===== config.mk =====
export PLATFORM = sky130hd
export DESIGN_NAME = output_stage
export DESIGN_NICKNAME = d
export VERILOG_FILES = /design/src/rtl/output_stage.sv
export SDC_FILE = /design/constraint.sdc
export NUM_CORES = 1
export LEC_CHECK = 0
export ABC_CLOCK_PERIOD_IN_PS = 2830
export CORE_MARGIN = 10
export CORE_UTILIZATION = 53
export CTS_BUF_LIST = sky130_fd_sc_hd__clkbuf_4
export DETAILED_ROUTE_END_ITERATION = 16
export GPL_ROUTABILITY_DRIVEN = 1
export PLACE_DENSITY = 0.91
export SLEW_MARGIN = 20
export SYNTH_ARGS = -nofsm -noshare
export SYNTH_HDL_FRONTEND = slang
export SYNTH_SLANG_ARGS = --single-unit

===== constraint.sdc =====
create_clock -name i_clk -period 2.83 [get_ports i_clk]
set_input_delay 0.566 -clock i_clk [delete_from_list [all_inputs] [get_ports i_clk]]
set_output_delay 0.566 -clock i_clk [all_outputs]
set_load 0.005 [all_outputs]

===== src/rtl/output_stage.sv =====
// output_stage: back end of the DDSM sliced pipeline.
// Realigns the skewed LSB/ISB/MSB slices (and the MSB carry) into one word
// with a matching valid. It also keeps a sticky overflow flag and a wrapping
// count of emitted samples for the quantiser / output register bank.
//
// Timing, in enabled cycles: the LSB and valid of a sample are captured
// first. The ISB arrives one enabled cycle later. The MSB and carry arrive
// two enabled cycles later and go straight into the output register.
// i_en stalls every register in lock step with the upstream skew stage, so
// the slice relationship survives stalls.

module output_stage #(
  parameter int P_SLICE_W = 8,
  parameter int P_CNT_W   = 16
) (
  input  logic                     i_clk,
  input  logic                     i_rst_n,
  input  logic                     i_en,
  input  logic                     i_vld,
  input  logic [P_SLICE_W-1:0]     i_lsb,
  input  logic [P_SLICE_W-1:0]     i_isb,
  input  logic [P_SLICE_W-1:0]     i_msb,
  input  logic                     i_carry,
  input  logic                     i_clr_ovf,
  output logic                     o_vld,
  output logic [3*P_SLICE_W-1:0]   o_data,
  output logic                     o_carry,
  output logic                     o_ovf,
  output logic [P_CNT_W-1:0]       o_cnt
);

  // Skew-compensation delay lines.
  logic [P_SLICE_W-1:0]   r_lsb_d1;
  logic [P_SLICE_W-1:0]   r_lsb_d2;
  logic [P_SLICE_W-1:0]   r_isb_d1;
  logic                   r_vld_d1;
  logic                   r_vld_d2;

  // Output register bank.
  logic [3*P_SLICE_W-1:0] r_data;
  logic                   r_carry;
  logic                   r_vld;
  logic                   r_ovf;
  logic [P_CNT_W-1:0]     r_cnt;

  // An aligned valid sample is being registered to the output this edge.
  logic                   w_emit;
  // That sample also carried out of the MSB slice.
  logic                   w_set_ovf;

  assign w_emit    = i_en & r_vld_d2;
  assign w_set_ovf = w_emit & i_carry;

  // Delay lines: LSB and valid two stages deep, ISB one stage deep; hold on stall.
  always_ff @(posedge i_clk or negedge i_rst_n) begin
    if (!i_rst_n) begin
      r_lsb_d1 <= {P_SLICE_W{1'b0}};
      r_lsb_d2 <= {P_SLICE_W{1'b0}};
      r_isb_d1 <= {P_SLICE_W{1'b0}};
      r_vld_d1 <= 1'b0;
      r_vld_d2 <= 1'b0;
    end else if (i_en) begin
      r_lsb_d1 <= i_lsb;
      r_lsb_d2 <= r_lsb_d1;
      r_isb_d1 <= i_isb;
      r_vld_d1 <= i_vld;
      r_vld_d2 <= r_vld_d1;
    end else begin
      r_lsb_d1 <= r_lsb_d1;
      r_lsb_d2 <= r_lsb_d2;
      r_isb_d1 <= r_isb_d1;
      r_vld_d1 <= r_vld_d1;
      r_vld_d2 <= r_vld_d2;
    end
  end

  // Aligned output word, carry and valid; refreshed every enabled cycle regardless of valid.
  always_ff @(posedge i_clk or negedge i_rst_n) begin
    if (!i_rst_n) begin
      r_data  <= {(3*P_SLICE_W){1'b0}};
      r_carry <= 1'b0;
      r_vld   <= 1'b0;
    end else if (i_en) begin
      r_data  <= {i_msb, r_isb_d1, r_lsb_d2};
      r_carry <= i_carry;
      r_vld   <= r_vld_d2;
    end else begin
      r_data  <= r_data;
      r_carry <= r_carry;
      r_vld   <= r_vld;
    end
  end

  // Emitted-sample counter; wraps silently at 2^P_CNT_W.
  always_ff @(posedge i_clk or negedge i_rst_n) begin
    if (!i_rst_n) begin
      r_cnt <= {P_CNT_W{1'b0}};
    end else if (w_emit) begin
      r_cnt <= r_cnt + {{(P_CNT_W-1){1'b0}}, 1'b1};
    end else begin
      r_cnt <= r_cnt;
    end
  end

  // Sticky overflow: a set wins over a clear in the same cycle; the clear works even while stalled.
  always_ff @(posedge i_clk or negedge i_rst_n) begin
    if (!i_rst_n) begin
      r_ovf <= 1'b0;
    end else if (w_set_ovf) begin
      r_ovf <= 1'b1;
    end else if (i_clr_ovf) begin
      r_ovf <= 1'b0;
    end else begin
      r_ovf <= r_ovf;
    end
  end

  assign o_vld   = r_vld;
  assign o_data  = r_data;
  assign o_carry = r_carry;
  assign o_ovf   = r_ovf;
  assign o_cnt   = r_cnt;

endmodule


Yosys cells after proc, flatten, opt, wreduce, memory -nomap -nowiden
Index checks and enable logic that the tools add are counted.

Flip-flop bits (word level): 69. Input bits: 30. Output and inout port bits: 43.

$add $sub $neg: 1. Multiplexer cells: 2. Bitwise operators: 2. Reductions and logical operators: 1.

Operator list (count): 16-bit by 1-bit adder with 16-bit output, second input constant (1); 1-bit bitwise AND (2); 1-bit two-way mux (2); 2-bit nonzero test (1).

Depth between registers and ports, before layout
Depth after elaboration: 3. Gate-level depth with buffers: 6.

Least setup slack after synthesis
OpenSTA, ideal clock, no wires.

Path type: input-to-reg. From: input i_en. To: register r_cnt[7], in the netlist o_cnt[7]. Library setup time: 125 ps. Arrival: 1481 ps. Slack: 1224 ps. Stages on the path: 6. Cell sequence: buf_4 and3_4 and3_1 buf_4 and3_4 xor2_2.

Longest elaborated chain between the ends: 1.

RTL lines: start: declaration (line 18) `input logic i_en,`; 1-bit bitwise AND (line 51) `assign w_emit = i_en & r_vld_d2;`; end signal: assignment (line 97) `r_cnt <= {P_CNT_W{1'b0}};`; end signal: assignment (line 99) `r_cnt <= r_cnt + {{(P_CNT_W-1){1'b0}}, 1'b1};`; end signal: assignment (line 101) `r_cnt <= r_cnt;`; end: declaration (line 44) `logic [P_CNT_W-1:0] r_cnt;`.

Every way passes these cells. A chain may end at the register's enable or synchronous reset.

Worst setup path after layout
From: register r_cnt[5], in the netlist o_cnt[5]. To: output o_cnt[5].

RTL lines: end: declaration (line 29) `output logic [P_CNT_W-1:0] o_cnt`.

No word-level cell between the ends.

==> results.json <==
{
  "core_area_um2": 4790,
  "h-tree-depth": 3,
  "drc_errors": 0,
  "post_cts_resized": 0,
  "clk_latency_ns": 0.38,
  "start_util": 0.556,
  "grt_overflow": 0,
  "cell_internal_pwr_w": 0.00162,
  "ctsHoldBuffers": 0,
  "grt_pass1_wl_um": 8570,
  "critical_path.cell_chain": "clkdlybuf4s50_1",
  "dp_hpwl_um": 3780,
  "slew_viol_final": 0,
  "crit_arrival_ns": 1.37,
  "syn_inst": 170,
  "ios": 73,
  "final.setup.tns_ns": 0,
  "clock-sinks": 69,
  "grt_pass1_vias": 1726,
  "final_cell_mix": "clkdlybuf4s50_1, dfrtp_1, mux2_2",
  "p_leak_nw": 1.51,
  "cp_slowest_stage_delay_ns": 0.54,
  "die_w_um": 90.9,
  "cts-root-buf": "clkbuf_4",
  "maxCapViolations": 0,
  "clkPwrFrac": 0.228,
  "power_frac_comb": 0.209,
  "r2r_slack_ns": 1.43,
  "nFillCells": 348,
  "rows": 25,
  "rsz0062_at_grt": "false",
  "viasPerCell": 5.03,
  "num_vias": 1611,
  "synth_nets": 201,
  "synth_seq_area_share": 0.649,
  "p_switching_w": 0.000543,
  "totalPowerFinal_w": 0.00216,
  "grt_usage": 0.129,
  "r2r-start": "o_cnt[5]",
  "grt_max_degree": 43,
  "clk_pin_slew_ns": 0.10,
  "wl_per_cell_um": 15.8,
  "period_share": 0.684,
  "synth-seq-cells": 69,
  "antenna_cells": 0,
  "end_kind": "output pin",
  "path_max_fanout": 6,
  "hp-class": "in -> async",
  "slowest_stage": "clkdlybuf4s50_1",
  "crit_type": "reg -> out",
  "relSlewSlack": 0.581,
  "post_cts_buffers": 0,
  "antenna_found_initial": 0,
  "p_per_area_nw_per_um2": 610,
  "port_buffers": 72,
  "cp_data_required_time_ns": 2.26,
  "drive_above_1_share": 0.285,
  "final_common_cell": "clkdlybuf4s50_1",
  "hold_slack_ns": 0.187,
  "pwr-share-seq": 0.563,
  "reg2reg_depth": 4,
  "r2r-end": "o_cnt[15]",
  "fp.dieH_um": 90.9,
  "max_freq_mhz": 517,
  "finalCriticalPeriod_ns": 1.94,
  "crit_family": "buffers and inverters",
  "clk_path_buf_depth": 2,
  "setup_viol": 0,
  "layout.nets": 280,
  "ant_nets": 0,
  "synth.avg_cell_area_um2": 15.7,
  "cp_num_buf_inv": 1,
  "power_switching_share": 0.251,
  "fin_skew_ns": 0.00496,
  "tightest_slew_ns": 0.628,
  "drt_iter0_drc": 41,
  "critPathLaunchType": "flip-flop",
  "dr.pass1.iters": 4,
  "cts_tree": "yes",
  "area_delta_synth_final_pct": 33.4,
  "gp_congestion": 0.736,
  "die_area_um2": 8260,
  "cts_buffers": 9,
  "status": "completed",
  "routed_wl_um": 5060,
  "ir_drop_v": 0.000403,
  "yosysWarnings": 0,
  "finalHoldViolations": 0,
  "yosys.cell_types.count": 18,
  "syn_area_um2": 2660
}
## registers in the layout, indices dropped and copies added (netlist names)
| signal | count |
|---|---|
| o_data | 24 |
| o_cnt | 16 |
| r_isb_d1 | 8 |
| r_lsb_d1 | 8 |
| r_lsb_d2 | 8 |
| o_carry | 1 |
| o_ovf | 1 |
| o_vld | 1 |
| r_vld_d1 | 1 |
| r_vld_d2 | 1 |
## worst max path at each step
stage             start        to  slack (ns)  depth (start not counted)
2_1_floorplan      i_en  o_cnt[7]        1.22                          6
3_3_place_gp       i_en  o_cnt[1]        1.16                          4
3_5_place_dp       i_en  o_cnt[1]        1.13                          4
4_1_cts        o_cnt[5]  o_cnt[5]        0.86                          1
5_1_grt        o_cnt[5]  o_cnt[5]        0.80                          1
6_report       o_cnt[5]  o_cnt[5]        0.89                          1
## cells by family (layout without fill, tap and decap cells)
kind of cell	count (synthesis)	count (layout)	share of synthesized area
flip-flops	69	69	0.649
multiplexers	52	52	0.220
AND/OR/NAND/NOR	22	22	0.0512
XOR/XNOR	15	15	0.0522
buffers and inverters	9	92	0.0179
AO/OA/AOI/OAI	2	2	0.00517
adder cells (fa/ha/maj)	1	1	0.00470
## final cells by class
cell class	instances	area, um^2	area share
clock buffer	11	82.6	0.0233
clock inverter	4	16.3	0.00458
timing repair buffer	75	746	0.210
inverter	2	7.51	0.00211
multi-input combinational	92	887	0.250
sequential	69	1730	0.486
tap	67	83.8	0.0236
## power by group through the flow
stage / Sequential (W) / Combinational [W] / Clock, W
detailed placement: 0.00124 / 0.000466 / 0
floorplan: 0.00123 / 0.000171 / 0
CTS: 0.00122 / 0.000466 / 0.000506
finish: 0.00122 / 0.000453 / 0.000493
global placement: 0.00123 / 0.000452 / 0
global route: 0.00124 / 0.000498 / 0.000549
## cells in the mapped netlist (all sizes together)
cell   instances  share of area
and4           3         0.0099
nand4          3         0.0071
xnor2         13          0.043
nand3          5         0.0094
ha             1         0.0047
nand2          5         0.0071
mux2          52           0.22
dfrtp         69           0.65
inv            2         0.0028
and2           2         0.0047
a22o           1         0.0033
xor2           2         0.0094
o21ai          1         0.0019
buf            7          0.015
and3           4          0.013
## stage by stage
step | std cells | worst slack (ns) | instance area [um^2] | utilization
after floorplan | 170 | 1.22 | 2660 | -
after global placement | 305 | 1.16 | 3450 | 0.721
after detailed placement | 305 | 1.13 | 3450 | 0.721
after CTS | 320 | 0.861 | 3550 | 0.742
after global routing | 320 | 0.803 | 3550 | 0.742
final | 320 | 0.895 | 3550 | 0.742
## metal layers
layer,global-route usage,vias to the layer above,part of all wire
met5,0,-,0
met4,0.0470,0,0.0087
met3,0.0723,6,0.10
met2,0.184,62,0.45
met1,0.159,783,0.44
li1,-,760,-
Power figures use the tool's default switching activity.
